<file path="config.mk">
export PLATFORM = sky130hd
export DESIGN_NAME = id_ex_alu_decode
export DESIGN_NICKNAME = d
export VERILOG_FILES = /design/src/rtl/alu_pkg.sv /design/src/rtl/alu_ctrl_dec.sv /design/src/rtl/id_ex_alu_decode.sv
export SDC_FILE = /design/constraint.sdc
export NUM_CORES = 1
export LEC_CHECK = 0
export BUFFER_PORTS_ARGS = -buffer_cell sky130_fd_sc_hd__buf_2
export CELL_PAD_IN_SITES_DETAIL_PLACEMENT = 2
export CELL_PAD_IN_SITES_GLOBAL_PLACEMENT = 2
export CORE_MARGIN = 1.5
export CORE_UTILIZATION = 25
export CTS_CLUSTER_SIZE = 28
export DETAILED_ROUTE_END_ITERATION = 10
export GPL_TIMING_DRIVEN = 0
export HOLD_SLACK_MARGIN = 0.02
export PLACE_DENSITY_LB_ADDON = 0.08
export SLEW_MARGIN = 20
export SYNTH_ARGS = -nofsm -noshare
export SYNTH_HDL_FRONTEND = slang
export SYNTH_SLANG_ARGS = --single-unit
</file>
<file path="constraint.sdc">
create_clock -name clk -period 2.2 [get_ports clk]
set_input_delay 0.11 -clock clk [delete_from_list [all_inputs] [get_ports clk]]
set_output_delay 0.11 -clock clk [all_outputs]
set_load 0.1 [all_outputs]
</file>
<file path="src/rtl/alu_pkg.sv">
// Shared ALU encodings: control codes, opcodes and funct fields used by the
// decode stage and the ALU.
package alu_pkg;

  localparam logic [3:0] ALU_ADD = 4'd0;
  localparam logic [3:0] ALU_SUB = 4'd1;
  localparam logic [3:0] ALU_XOR = 4'd2;
  localparam logic [3:0] ALU_OR  = 4'd3;
  localparam logic [3:0] ALU_AND = 4'd4;
  localparam logic [3:0] ALU_SLL = 4'd5;
  localparam logic [3:0] ALU_SRL = 4'd6;

  localparam logic [6:0] OP_R = 7'b0110011;
  localparam logic [6:0] OP_I = 7'b0010011;

  localparam logic [2:0] F3_ADD  = 3'b000;
  localparam logic [2:0] F3_SLL  = 3'b001;
  localparam logic [2:0] F3_SLT  = 3'b010;
  localparam logic [2:0] F3_SLTU = 3'b011;
  localparam logic [2:0] F3_XOR  = 3'b100;
  localparam logic [2:0] F3_SRL  = 3'b101;
  localparam logic [2:0] F3_OR   = 3'b110;
  localparam logic [2:0] F3_AND  = 3'b111;

  localparam logic [6:0] F7_BASE = 7'b0000000;
  localparam logic [6:0] F7_ALT  = 7'b0100000;

  localparam logic [4:0] SHAMT_ONE = 5'd1;

  function automatic logic [31:0] sext12(input logic [11:0] v);
    return {{20{v[11]}}, v};
  endfunction

endpackage

</file>
<file path="src/rtl/alu_ctrl_dec.sv">
// Combinational decode of an instruction word into ALU control, legality,
// operand-2 select and the sign-extended I-type immediate.
module alu_ctrl_dec
  import alu_pkg::*;
(
  input  logic [31:0] instr,
  output logic [3:0]  ctrl,
  output logic        legal,
  output logic        use_imm,
  output logic [31:0] imm
);

  logic [6:0] opcode;
  logic [2:0] funct3;
  logic [6:0] funct7;
  logic [4:0] shamt;
  logic       unused_fields;

  assign opcode = instr[6:0];
  assign funct3 = instr[14:12];
  assign funct7 = instr[31:25];
  assign shamt  = instr[24:20];
  assign imm    = sext12(instr[31:20]);

  // rs1/rd fields are handled by the register file and the pipeline register
  assign unused_fields = ^{instr[19:15], instr[11:7]};

  always_comb begin
    ctrl    = ALU_ADD;
    legal   = 1'b0;
    use_imm = 1'b0;
    case (opcode)
      OP_R: begin
        case (funct3)
          F3_ADD: begin
            if (funct7 == F7_BASE) begin
              legal = 1'b1;
              ctrl  = ALU_ADD;
            end else if (funct7 == F7_ALT) begin
              legal = 1'b1;
              ctrl  = ALU_SUB;
            end
          end
          F3_XOR: if (funct7 == F7_BASE) begin legal = 1'b1; ctrl = ALU_XOR; end
          F3_OR:  if (funct7 == F7_BASE) begin legal = 1'b1; ctrl = ALU_OR;  end
          F3_AND: if (funct7 == F7_BASE) begin legal = 1'b1; ctrl = ALU_AND; end
          default: ;
        endcase
      end
      OP_I: begin
        use_imm = 1'b1;
        case (funct3)
          F3_ADD: begin legal = 1'b1; ctrl = ALU_ADD; end
          F3_XOR: begin legal = 1'b1; ctrl = ALU_XOR; end
          F3_OR:  begin legal = 1'b1; ctrl = ALU_OR;  end
          F3_AND: begin legal = 1'b1; ctrl = ALU_AND; end
          // the ALU only has a fixed single-bit shifter
          F3_SLL: if (funct7 == F7_BASE && shamt == SHAMT_ONE) begin legal = 1'b1; ctrl = ALU_SLL; end
          F3_SRL: if (funct7 == F7_BASE && shamt == SHAMT_ONE) begin legal = 1'b1; ctrl = ALU_SRL; end
          default: ;
        endcase
      end
      default: ;
    endcase
  end

endmodule

</file>
<file path="src/rtl/id_ex_alu_decode.sv">
// ID/EX pipeline register: decodes the ID instruction into ALU control and
// operands, with stall/flush handling and a saturating illegal-op counter.
module id_ex_alu_decode
  import alu_pkg::*;
#(
  parameter int CNT_W = 8
) (
  input  logic             clk,
  input  logic             rst,
  input  logic             id_valid,
  input  logic [31:0]      id_instr,
  input  logic [31:0]      id_rs1_data,
  input  logic [31:0]      id_rs2_data,
  input  logic             stall,
  input  logic             flush,
  output logic             ex_valid,
  output logic [31:0]      ex_in1,
  output logic [31:0]      ex_in2,
  output logic [3:0]       ex_ctrl,
  output logic [4:0]       ex_rd,
  output logic             ex_wb_en,
  output logic             ex_illegal,
  output logic [CNT_W-1:0] illegal_cnt
);

  localparam logic [CNT_W-1:0] CNT_MAX = '1;

  logic [3:0]  dec_ctrl;
  logic        dec_legal;
  logic        dec_use_imm;
  logic [31:0] dec_imm;

  logic        ok;
  logic        bad;
  logic [4:0]  rd;
  logic [31:0] nx_in1;
  logic [31:0] nx_in2;
  logic [3:0]  nx_ctrl;
  logic [4:0]  nx_rd;
  logic        nx_wb_en;
  logic        load;

  alu_ctrl_dec u_dec (
    .instr   (id_instr),
    .ctrl    (dec_ctrl),
    .legal   (dec_legal),
    .use_imm (dec_use_imm),
    .imm     (dec_imm)
  );

  assign rd   = id_instr[11:7];
  assign ok   = id_valid & dec_legal;
  assign bad  = id_valid & ~dec_legal;
  assign load = ~stall & ~flush;

  // illegal and invalid slots carry zeroed operands so the ALU sees a no-op
  always_comb begin
    nx_in1   = ok ? id_rs1_data : 32'd0;
    nx_in2   = ok ? (dec_use_imm ? dec_imm : id_rs2_data) : 32'd0;
    nx_ctrl  = ok ? dec_ctrl : ALU_ADD;
    nx_rd    = id_valid ? rd : 5'd0;
    nx_wb_en = ok & (rd != 5'd0);
  end

  always_ff @(posedge clk) begin
    if (rst || flush) begin
      ex_valid   <= 1'b0;
      ex_in1     <= 32'd0;
      ex_in2     <= 32'd0;
      ex_ctrl    <= ALU_ADD;
      ex_rd      <= 5'd0;
      ex_wb_en   <= 1'b0;
      ex_illegal <= 1'b0;
    end else if (!stall) begin
      ex_valid   <= id_valid;
      ex_in1     <= nx_in1;
      ex_in2     <= nx_in2;
      ex_ctrl    <= nx_ctrl;
      ex_rd      <= nx_rd;
      ex_wb_en   <= nx_wb_en;
      ex_illegal <= bad;
    end
  end

  always_ff @(posedge clk) begin
    if (rst)
      illegal_cnt <= '0;
    else if (load && bad && illegal_cnt != CNT_MAX)
      illegal_cnt <= illegal_cnt + CNT_W'(1);
  end

endmodule
</file>
# Word level (Yosys, flattened, before mapping)
# Cells that the tools add are included.
[word_totals]
reg_bits = 84
inputBits = 101
out_inout_bits = 84
elab_cells = 59
[classes]
add_sub_neg = 1
eq_ne = 10
n_mux = 23
bitwise = 7
reduce_logical = 10
[op_table]
columns = ["op", "n"]
rows = [
  ["$mux 32", 3],
  ["$pmux 4 s5", 1],
  ["$pmux 4 s4", 1],
  ["$eq 7x6->1 const B", 2],
  ["$eq 3x3->1 const B", 4],
  ["$mux 3", 3],
  ["$add 8x1->8 const B", 1],
  ["$mux 4", 2],
  ["$ne 8x8->1 const B", 1],
  ["$pmux 4 s2", 1],
  ["$eq 7x5->1 const B", 1],
  ["$logic_not 7->1", 1],
  ["$mux 1", 6],
  ["$pmux 1 s2", 3],
  ["$eq 5x1->1 const B", 1],
  ["$mux 5", 1],
  ["$reduce_bool 5->1", 1],
  ["$and 1x1->1", 4],
  ["$mux 2", 2],
  ["$reduce_or 4->1", 1],
  ["$eq 3x1->1 const B", 1],
  ["$logic_and 1x1->1", 3],
  ["$logic_not 3->1", 1],
  ["$not 1->1", 3],
  ["3 further kinds", 3],
]

# Logic depth before layout (Yosys ltp)
# Gate-level depths: netlist of the first run.
[logic_depth]
word_depth = 9
depth_mapped = 7
mapped_depth_nobuf = 5

# Modules after synthesis
# From an unflattened synthesis of the first run, not the netlist that was laid out.
[hier_totals]
hier_cells = 404
hier_area_um2 = 3796.1
[by_module_without_submodules]
columns = ["mod", "instances", "cells_each", "area_each_um2", "seq_area_each_um2"]
rows = [
  ["id_ex_alu_decode", 1, 342, 3313.2, 1681.6],
  ["alu_ctrl_dec", 1, 62, 483.0, 0.0],
]

# Worst setup path after synthesis of the first run
# No wires, ideal clock.
[synth_timing]
kind = "register to register"
startpoint = "register illegal_cnt[2]"
endpoint = "register illegal_cnt[7]"
setup_time_ns = 0.121
arrival_ns = 2.075
required_time_ns = 2.079
slack_ns = 0.004
stages_incl_launch_ff = 6
n_path_buf = 0
synth_period_minus_slack_ns = 2.196
cell_sequence = "dfxtp_1 > and4_1 > a41oi_2 > o21ai_2 > nor3_1 > mux2_2"
[synth_via]
elab_chain_cells = 2
word_cells_on_any_way = 3
cone_classes = "add/sub: 1; eq/ne: 1; reduce/logical: 1"
[synth_rtl]
columns = ["element", "line", "text"]
rows = [
  ["from (decl)", "id_ex_alu_decode.sv:23", "output logic [CNT_W-1:0] illegal_cnt"],
  ["from (signal assigned)", "id_ex_alu_decode.sv:89", "illegal_cnt <= illegal_cnt + CNT_W'(1);"],
  ["parallel branches: the longest is 2 deep, another holds $add 8x1->8", "n/a", ""],
]
# Parallel ways; which one is timed is not known.
# A chain may end at the register's enable or synchronous reset.

# Final worst setup path of the first run
[layout_timing]
startpoint = "register illegal_cnt[0]"
endpoint = "register illegal_cnt[5]"
# Same word-level chain as after synthesis.

==> flow_summary_export.csv, run 1 <==
group,metric,value,unit
timing,setup_viol,0,
setup_path,cp_slowest_cell,"dfxtp_1",
global_route,grt_pass1_wl,20.07,mm
detailed_routing,drt_iter0_drc,74,
outcome,status,"complete, no violations",
timing,max_clock_freq,0.5365,GHz
synthesis,yosys-top-cells-area,"dfxtp_1, a22o_1, o21ai_2",
setup_path,critical_path.endpoint_type,"register",
die,die_width,119.9,um
timing,tightest_pin_transition,0.6975,ns
clock_network,cts.repair.resized,0,
finish,final_net_count,679,
place,hpwl,8.926,mm
timing,hold_viol_final,0,
detailed_routing,vias,3500,
synthesis,synth_warnings,0,
timing,final_period_minus_worst_setup_slack,1.864,ns
timing,slew_headroom,53.50,%
synthesis,synth_fp_nets,450,
synthesis,combined_area_of_all_synthesized_cells,3415,um2
die,fp.coreArea,13300,um2
setup_path,critPathKind,"register to register",
timing,setup_tns,0,ns
finish,post-route-cell-area,5234,um2
power_and_ir_drop,p_leak,2.476,nW
global_route,grt.overflow.total,0,
synthesis,most_instantiated_library_cell_after_synthesis,"dfxtp_1",
detailed_routing,drt_drc_violations_left,0,
die,pin_count,185,
detailed_routing,wirelength_per_cell,16.46,um
timing,final_max_slew_viol_count,0,
timing,postLayoutSetupSlackWorst,0.3360,ns
finish,area_growth_syn_to_fin,53.28,%
power_and_ir_drop,vdd_ir_drop_max,0.0003401,V
detailed_routing,totalWireLength,12.48,mm
setup_path,crit_chain,"ha_1 > a41oi_2 > o21ai_2 > nor4_1 > mux2_2",
synthesis,synth_sequential_area_ratio,48.66,%
timing,finalHoldWorstSlack,0.02768,ns
place,gp_congestion,0.7594,
global_route,via_count_of_the_first_global_routing_pass,3868,
place,io_buffer_count,178,
setup_path,ff2ff_path_depth,5,
detailed_routing,vias_per_cell,4.617,
power_and_ir_drop,power.density,647.4,nW/um2
global_route,track_usage,17.88,%
setup_path,crit_path_max_fanout,10,
clock_network,cts-buffers-inserted,9,
synthesis,post_synth_inst_count,348,
clock_network,clock_sinks,83,
synthesis,synth_common_cells,"dfxtp_1, nand2_1, a22o_1",
clock_network,maximum_root_to_sink_buffer_count,2,
global_route,grt_antenna_before_repair,0,
die,rows,42,
setup_path,critPathTopFamily,"compound AO/OA/AOI/OAI gates",
setup_path,crit_buf_inv,0,
power_and_ir_drop,total_power,0.003389,W
min_path,hold_class,"primary input to register",
synthesis,postSynthRegisterBits,83,
detailed_routing,dr.pass1.iters,4,
synthesis,dominant_cell_type_by_area_after_synthesis,"dfxtp_1",
setup_path,timing.critical_path.depth,5,
min_path,worstHoldPathCells,3,
setup_path,worst_setup_path_start_kind,"register",
clock_network,cts_tree,"done",
synthesis,synthArstFlopShare,0,%
timing,unrepaired_setup_endpoints_after_global_routing,"false",
place,postPlaceCellArea,4526,um2
die,floorplan.die_area,14370,um2
global_route,grt_start_max_net_pins,17,
die,initial_core_util,25.68,%
setup_path,cp.required,2.44,ns
synthesis,synth.top_cell.area_share,48.66,%
finish,ant_diodes,0,
run,cap_viol_max_count,0,
clock_network,ctsRootBufferMaster,"clkbuf_16",
synthesis,syn-mean-instance-area,9.812,um2
detailed_routing,final_antenna_net_count,0,
place,preCtsSetupSlack,0.1589,ns
clock_network,htree_num_levels,3,
timing,clock_skew,0.002696,ns
timing,fin_crit_sh,84.73,%
clock_network,clk_latency,0.34,ns
synthesis,synth_cell_type_count,46,
die,die_height,119.9,um
synthesis,synth_edf_count,0,
finish,drive_above_1_share,42.78,%
setup_path,crit_path_max_incr_delay,0.37,ns
setup_path,cp_data_arrival_time,2.10,ns
synthesis,synth_flop_cell,"dfxtp_1",
clock_network,clk_pin_slew,0.07,ns
## flip-flops by register name, indices dropped and copies added, names as in the netlist
signal / cells
ex_in1: 32
ex_in2: 32
illegal_cnt: 8
ex_rd: 5
ex_ctrl: 3
ex_illegal: 1
ex_valid: 1
ex_wb_en: 1
## worst paths after layout
check | from | end | slack (ns)
max | illegal_cnt[0] | illegal_cnt[5] | 0.34
min | id_rs2_data[22] | ex_in2[22] | 0.03
max reg2reg | illegal_cnt[0] | illegal_cnt[5] | 0.34
min reg2reg | ex_in2[1] | ex_in2[1] | 0.45
## placed cells by master (no fill, tap or decap), drive strengths merged, types with 3 or more instances in the layout
cell type    instances
nor3                 5
dfxtp               83
dlygate4sd3         40
a21oi               30
buf                190
nor2                19
mux2i               11
nor2b                7
clkbuf              23
mux2                 5
a22oi                5
clkinv               3
nand4                4
inv                  5
nand3                5
o31ai                4
o21ai               39
a22o                32
nand2               44
## area by class of cell
type                    instances  area, um2
multi-input cells             237       1593
inverters                       2      7.507
plain buffers                  26      152.6
clock inverters                 7      82.58
repair buffers                218       1291
clock buffers                   9      225.2
well taps                     176      220.2
fillers                      1519       8061
flip-flops and latches         83       1662
## power by group
group	internal [W]	total (W)	leakage (nW)	switching, W
Sequential	0.00151	0.00151	0.669	0.00000374
Clock	0.000898	0.00158	0.151	0.000680
Combinational	0.000143	0.000300	1.66	0.000158
Total	0.00255	0.00339	2.48	0.000842
## tightest hold or removal path: stages
cell,delay (ns)
buf_2,0.08
a21oi_1,0.06
o21ai_2,0.10
## what timing repair did
action	in CTS	in global routing
buffers inserted	0	0
hold buffers	40	0
hold endpoints to repair	40	0
## logic make-up after synthesis
kind of cell | synth area share, %
mux | 4.874
other cells | 0.1098
fa+ha+maj | 0.3664
buf+inv | 4.690
simple gates | 15.50
flops | 48.66
compound gates | 25.80
## metrics by stage
stage | instances | util (%)
2_1_floorplan | 348 | -
3_3_place_gp | 702 | 34.04
3_5_place_dp | 702 | 34.04
4_1_cts | 758 | 39.37
5_1_grt | 758 | 39.37
6_report | 758 | 39.37
## metal layers
metal	global-route usage (%)	wire length, um
met3	7.462	936
met2	32.22	6383
met4	4.688	181
met1	19.24	4976
met5	0	0
(Power assumes the default switching activity.)
==> run 2, diff against run 1 <==
==> constraint.sdc (replaced) <==
create_clock -name clk -period 1.9 [get_ports clk]
set_input_delay 0.095 -clock clk [delete_from_list [all_inputs] [get_ports clk]]
set_output_delay 0.095 -clock clk [all_outputs]
set_load 0.1 [all_outputs]
==> flow_summary_export.csv, run 2 (same netlist as run 1, synthesis figures left out) <==
group,metric,value,unit
timing,setup_tns,0,ns
setup_path,critical_path.endpoint_type,"register",
global_route,track_usage,18.30,%
global_route,grt_antenna_before_repair,0,
finish,seqCellArea,1670,um2
timing,fin_crit_sh,96.15,%
clock_network,ctsRootBufferMaster,"clkbuf_16",
finish,multi_input_comb_area,1607,um2
min_path,hold_class,"primary input to register",
setup_path,cp_data_arrival_time,2.06,ns
place,hpwl,8.821,mm
global_route,grt_pass1_wl,20.44,mm
timing,final_max_slew_viol_count,0,
setup_path,crit_path_max_fanout,10,
power_and_ir_drop,power_switching_share,25.67,%
setup_path,worst_setup_path_start_kind,"register",
global_route,grt_start_max_net_pins,17,
place,io_buffer_count,178,
timing,unrepaired_setup_endpoints_after_global_routing,"false",
clock_network,cts_tree,"done",
finish,final_common_cell,"buf_2",
die,fp.coreArea,13300,um2
die,rows,42,
finish,drive_above_1_share,42.62,%
clock_network,clock_sinks,83,
global_route,grt.met3_usage,6.702,%
power_and_ir_drop,internal_power,0.002844,W
place,post_place_cells,702,
power_and_ir_drop,power.density,702.8,nW/um2
die,initial_core_util,25.68,%
detailed_routing,vias,3576,
clock_network,htree_num_levels,3,
finish,fillCellCount,1487,
global_route,via_count_of_the_first_global_routing_pass,3989,
die,die_width,119.9,um
timing,tightest_pin_transition,0.6841,ns
finish,finish.utilization,40.95,%
clock_network,maximum_root_to_sink_buffer_count,2,
power_and_ir_drop,power.clock.fraction,44.3,%
clock_network,clk_latency,0.34,ns
power_and_ir_drop,p_leak,2.548,nW
timing,slew_headroom,54.39,%
global_route,gr-max-usage-layer,"met2",
die,pin_count,185,
setup_path,timing.rr.start,"illegal_cnt[0]",
setup_path,worstReg2RegEnd,"illegal_cnt[3]",
finish,area_growth_syn_to_fin,59.44,%
place,gp_congestion,0.7289,
timing,max_clock_freq,0.5474,GHz
detailed_routing,drt_drc_violations_left,0,
setup_path,cp.required,2.13,ns
global_route,grt.overflow.total,0,
min_path,worstHoldPathCells,3,
detailed_routing,totalWireLength,12.79,mm
detailed_routing,final_antenna_net_count,0,
min_path,min_to,"ex_in2[7]",
global_route,groute.layer.met2.usage,33.05,%
min_path,min-delay-start,"id_rs2_data[7]",
timing,final_period_minus_worst_setup_slack,1.827,ns
clock_network,post_cts_buffers,0,
die,floorplan.die_area,14370,um2
detailed_routing,drt_iter0_drc,69,
outcome,status,"complete, no violations",
power_and_ir_drop,power_frac_comb,10.0,%
power_and_ir_drop,total_power,0.003826,W
finish,layout_common_cells,"buf_2, dfxtp_1, dlygate4sd3_1",
setup_path,rrSetupSlack,0.07,ns
timing,hold_viol_final,0,
finish,final_net_count,700,
setup_path,critPathKind,"register to register",
clock_network,clk_pin_slew,0.07,ns
finish,ant_diodes,0,
detailed_routing,wirelength_per_cell,16.41,um
detailed_routing,vias_per_cell,4.591,
run,cap_viol_max_count,0,
power_and_ir_drop,vdd_ir_drop_max,0.0007007,V
power_and_ir_drop,p_switching,0.0009820,W
clock_network,cts-buffers-inserted,9,
timing,clock_skew,0.001759,ns
die,die_height,119.9,um
timing,setup_viol,0,
setup_path,ff2ff_path_depth,5,
detailed_routing,dr.pass1.iters,4,
power_and_ir_drop,seqPwrFrac,45.7,%
finish,post_layout_nonfiller_instances,779,
global_route,grtUsageMet1,19.72,%
finish,reg.largest.list,"ex_in1 x32, ex_in2 x32, illegal_cnt x8",
==> run 2: area by class of cell <==
cell class	instances	area share (%)
Tap cell	176	4.045
Clock inverter	7	1.103
Inverter	2	0.1379
Timing Repair Buffer	239	27.58
Clock buffer	9	4.137
Buffer	26	2.804
Sequential cell	83	30.68
Multi-Input combinational cell	237	29.51
==> run 2: power by group through the flow <==
| stage | combinational [W] | sequential [W] | clock (W) |
|---|---|---|---|
| after floorplan | 0.0000973 | 0.00182 | 0 |
| after global routing | 0.000418 | 0.00175 | 0.00183 |
| after detailed placement | 0.000282 | 0.00179 | 0 |
| after CTS | 0.000383 | 0.00175 | 0.00177 |
| final | 0.000383 | 0.00175 | 0.00169 |
| after global placement | 0.000275 | 0.00179 | 0 |
==> run 2: how the worst max path moves through the flow <==
stage                                end      startpoint  cells after the start  slack (ns)
after floorplan           illegal_cnt[4]  illegal_cnt[7]                      4        0.01
after global placement         ex_in2[5]    id_instr[21]                      7       -0.05
after detailed placement      ex_in2[14]           stall                      8       -0.08
after CTS                 illegal_cnt[5]  illegal_cnt[0]                      5        0.03
after global routing      illegal_cnt[5]  illegal_cnt[0]                      5       0.001
final                     illegal_cnt[3]  illegal_cnt[0]                      5        0.07
==> run 2: worst max-delay path, cell delays in order (launching register included) <==
cell and delay [ns]:
dfxtp_2 0.35, ha_1 0.26, a41oi_2 0.29, o21ai_4 0.16, nor4b_2 0.28, mux2_2 0.36
==> run 2: what timing repair did <==
action / 4_1_cts / 5_1_grt
hold buffers: 61 / 0
setup endpoints to repair: 0 / 1
endpoints found under the hold margin: 61 / 0
resized for setup: 0 / 2
==> run 2: layer usage <==
metal  wire length (um)  vias to the layer above
met1               5196                     1697
met3                893                       14
met5                  0                        -
met2               6479                      110
met4                216                        0
li1                   -                     1755
==> run 2: per-stage QoR <==
stage               instance area, um2  worst slack [ns]  hold WS [ns]
floorplan                         3423          0.009852        0.2207
global placement                  4534          -0.04933        0.3064
detailed placement                4534          -0.08108        0.3101
CTS                               5430           0.03166       0.02557
global route                      5444          0.001401       0.04581
finish                            5444           0.07317       0.03754
==> run 3, diff against run 2 <==
--- a/config.mk
+++ b/config.mk
@@ -5,11 +5,12 @@
 export SDC_FILE = /design/constraint.sdc
 export NUM_CORES = 1
 export LEC_CHECK = 0
+export ABC_AREA = 1
 export BUFFER_PORTS_ARGS = -buffer_cell sky130_fd_sc_hd__buf_2
 export CELL_PAD_IN_SITES_DETAIL_PLACEMENT = 2
 export CELL_PAD_IN_SITES_GLOBAL_PLACEMENT = 2
 export CORE_MARGIN = 1.5
-export CORE_UTILIZATION = 25
+export CORE_UTILIZATION = 22
 export CTS_CLUSTER_SIZE = 28
 export DETAILED_ROUTE_END_ITERATION = 10
 export GPL_TIMING_DRIVEN = 0
==> flow_summary_export.csv, run 3 <==
group,metric,value,unit
timing,clock_skew,0.006360,ns
synthesis,yosys-top-cells-area,"dfxtp_1, nand2_1, a21oi_1",
setup_path,cp_data_arrival_time,1.97,ns
detailed_routing,final_antenna_net_count,0,
min_path,min-delay-start,"id_rs1_data[14]",
finish,ant_diodes,0,
clock_network,clock_sinks,83,
min_path,hold_class,"primary input to register",
place,gp_congestion,0.8043,
synthesis,combined_area_of_all_synthesized_cells,3586,um2
timing,finalHoldWorstSlack,0.02854,ns
synthesis,synthArstFlopShare,0,%
synthesis,postSynthRegisterBits,83,
die,die_height,130.7,um
setup_path,worstReg2RegEnd,"illegal_cnt[0]",
synthesis,dominant_cell_type_by_area_after_synthesis,"dfxtp_1",
clock_network,ctsRootBufferMaster,"clkbuf_16",
clock_network,cts-buffers-inserted,9,
synthesis,most_instantiated_library_cell_after_synthesis,"nand2_1",
die,floorplan.die_area,17070,um2
global_route,grtUsageMet1,20.46,%
die,pin_count,185,
clock_network,cts_tree,"done",
clock_network,clk_latency,0.34,ns
setup_path,ff2ff_path_depth,8,
synthesis,synth_fp_nets,634,
timing,setup_viol,0,
timing,hold_viol_final,0,
timing,unrepaired_setup_endpoints_after_global_routing,"false",
global_route,grt_pass1_wl,23.22,mm
run,cap_viol_max_count,0,
global_route,gr-max-usage-layer,"met2",
timing,setup_tns,0,ns
detailed_routing,wirelength_per_cell,15.05,um
power_and_ir_drop,vdd_ir_drop_max,0.0004790,V
timing,max_clock_freq,0.5742,GHz
global_route,track_usage,17.58,%
die,rows,46,
global_route,grt_start_max_net_pins,15,
finish,drive_above_1_share,28.23,%
power_and_ir_drop,total_power,0.004176,W
setup_path,critical_path.endpoint_type,"register",
finish,final_net_count,856,
global_route,via_count_of_the_first_global_routing_pass,4648,
clock_network,clk_pin_slew,0.07,ns
finish,fillCellCount,1979,
setup_path,worst_setup_path_start_kind,"register",
detailed_routing,dr.pass1.iters,4,
timing,final_max_slew_viol_count,0,
global_route,grt.overflow.total,0,
finish,reg.largest.list,"ex_in1 x32, ex_in2 x32, illegal_cnt x8",
synthesis,synth_edf_count,0,
timing,slew_headroom,61.60,%
detailed_routing,vias,4244,
clock_network,htree_num_levels,3,
global_route,grt.met3_usage,4.275,%
outcome,status,"complete, no violations",
finish,area_growth_syn_to_fin,51.43,%
detailed_routing,totalWireLength,14.66,mm
timing,fin_crit_sh,91.66,%
timing,tightest_pin_transition,0.5760,ns
setup_path,crit_path_max_fanout,9,
finish,layout_common_cells,"nand2_1, buf_2, a21oi_1",
synthesis,synth.top_cell.area_share,46.34,%
timing,final_period_minus_worst_setup_slack,1.741,ns
setup_path,critPathKind,"register to register",
synthesis,synth_warnings,0,
die,initial_core_util,22.57,%
power_and_ir_drop,p_leak,2.538,nW
min_path,min_to,"ex_in1[14]",
synthesis,synth_cell_type_count,24,
global_route,groute.layer.met2.usage,31.89,%
place,hpwl,11.14,mm
synthesis,synth_flop_cell,"dfxtp_1",
synthesis,syn-mean-instance-area,6.740,um2
synthesis,synth_common_cells,"nand2_1, a21oi_1, dfxtp_1",
setup_path,cp.required,2.13,ns
finish,multi_input_comb_area,1697,um2
die,die_width,130.7,um
detailed_routing,vias_per_cell,4.357,
global_route,grt_antenna_before_repair,0,
detailed_routing,drt_iter0_drc,75,
finish,final_common_cell,"nand2_1",
synthesis,synth_sequential_area_ratio,46.34,%
power_and_ir_drop,power.density,769.0,nW/um2
finish,seqCellArea,1669,um2
min_path,worstHoldPathCells,3,
setup_path,timing.rr.start,"illegal_cnt[0]",
clock_network,maximum_root_to_sink_buffer_count,2,
setup_path,rrSetupSlack,0.16,ns
place,io_buffer_count,177,
die,fp.coreArea,15890,um2
detailed_routing,drt_drc_violations_left,0,
synthesis,post_synth_inst_count,532,
-- run 3: cell type report --
| type | instances | area share [%] |
|---|---|---|
| Multi-Input combinational cell | 398 | 31.24 |
| Sequential cell | 83 | 30.74 |
| Timing Repair Buffer | 211 | 22.53 |
| Tap cell | 216 | 4.977 |
| Clock buffer | 9 | 4.147 |
| Buffer | 31 | 2.880 |
| Clock inverter | 6 | 2.097 |
| Inverter | 20 | 1.382 |
-- run 3: stage by stage --
stage,instances,area [um2],util [%],setup WS [ns]
finish,974,5430,34.18,0.1585
global route,974,5430,34.18,0.01189
CTS,974,5430,34.18,0.1330
detailed placement,925,4753,29.92,-0.1670
global placement,925,4753,29.92,-0.08629
floorplan,532,3597,-,0.02725
-- run 3: worst max path at each step --
stage	start	end	slack, ns	cells past startpoint
after CTS	illegal_cnt[0]	illegal_cnt[0]	0.13	8
after global routing	illegal_cnt[0]	illegal_cnt[1]	0.01	8
after global placement	illegal_cnt[0]	illegal_cnt[0]	-0.09	7
after floorplan	illegal_cnt[0]	illegal_cnt[0]	0.03	8
final	illegal_cnt[0]	illegal_cnt[0]	0.16	8
after detailed placement	illegal_cnt[0]	illegal_cnt[0]	-0.17	7
-- run 3: cell families after synthesis --
family                     share of synthesized area, %
buffers and inverters                             6.455
DFF                                               46.34
xor gates and xnor gates                          1.465
AOI/OAI and AO/OA                                 13.29
other                                            0.1046
and+or+nand+nor                                   32.00
adders and majority gates                        0.3489
-- run 3: power breakdown --
part	switching [W]	internal [W]	total, W
clock	0.000751	0.00128	0.00203
sequential	0.00000442	0.00175	0.00175
combinational	0.000230	0.000162	0.000392
total	0.000986	0.00319	0.00418
-- run 3: worst max-delay path, stage by stage (launching register included) --
cell and delay [ns]:
dfxtp_2 0.34, ha_1 0.22, nand2_1 0.10, nor2_1 0.08
a21oi_2 0.32, nand4_1 0.13, buf_4 0.20, o21ai_0 0.17
nor2_1 0.05
-- run 3: repair_timing --
item                       CTS  global route
hold endpoints to repair    33             0
hold buffers                33             0
setup endpoints to repair    8             0
buffers inserted             1             0
gates resized for setup      0             0
-- run 3: per-layer routing --
metal,vias to the layer above,part of all wire [%]
li1,2120,-
met1,1999,44
met2,115,49
met3,10,6.3
met4,0,1.1
met5,-,0
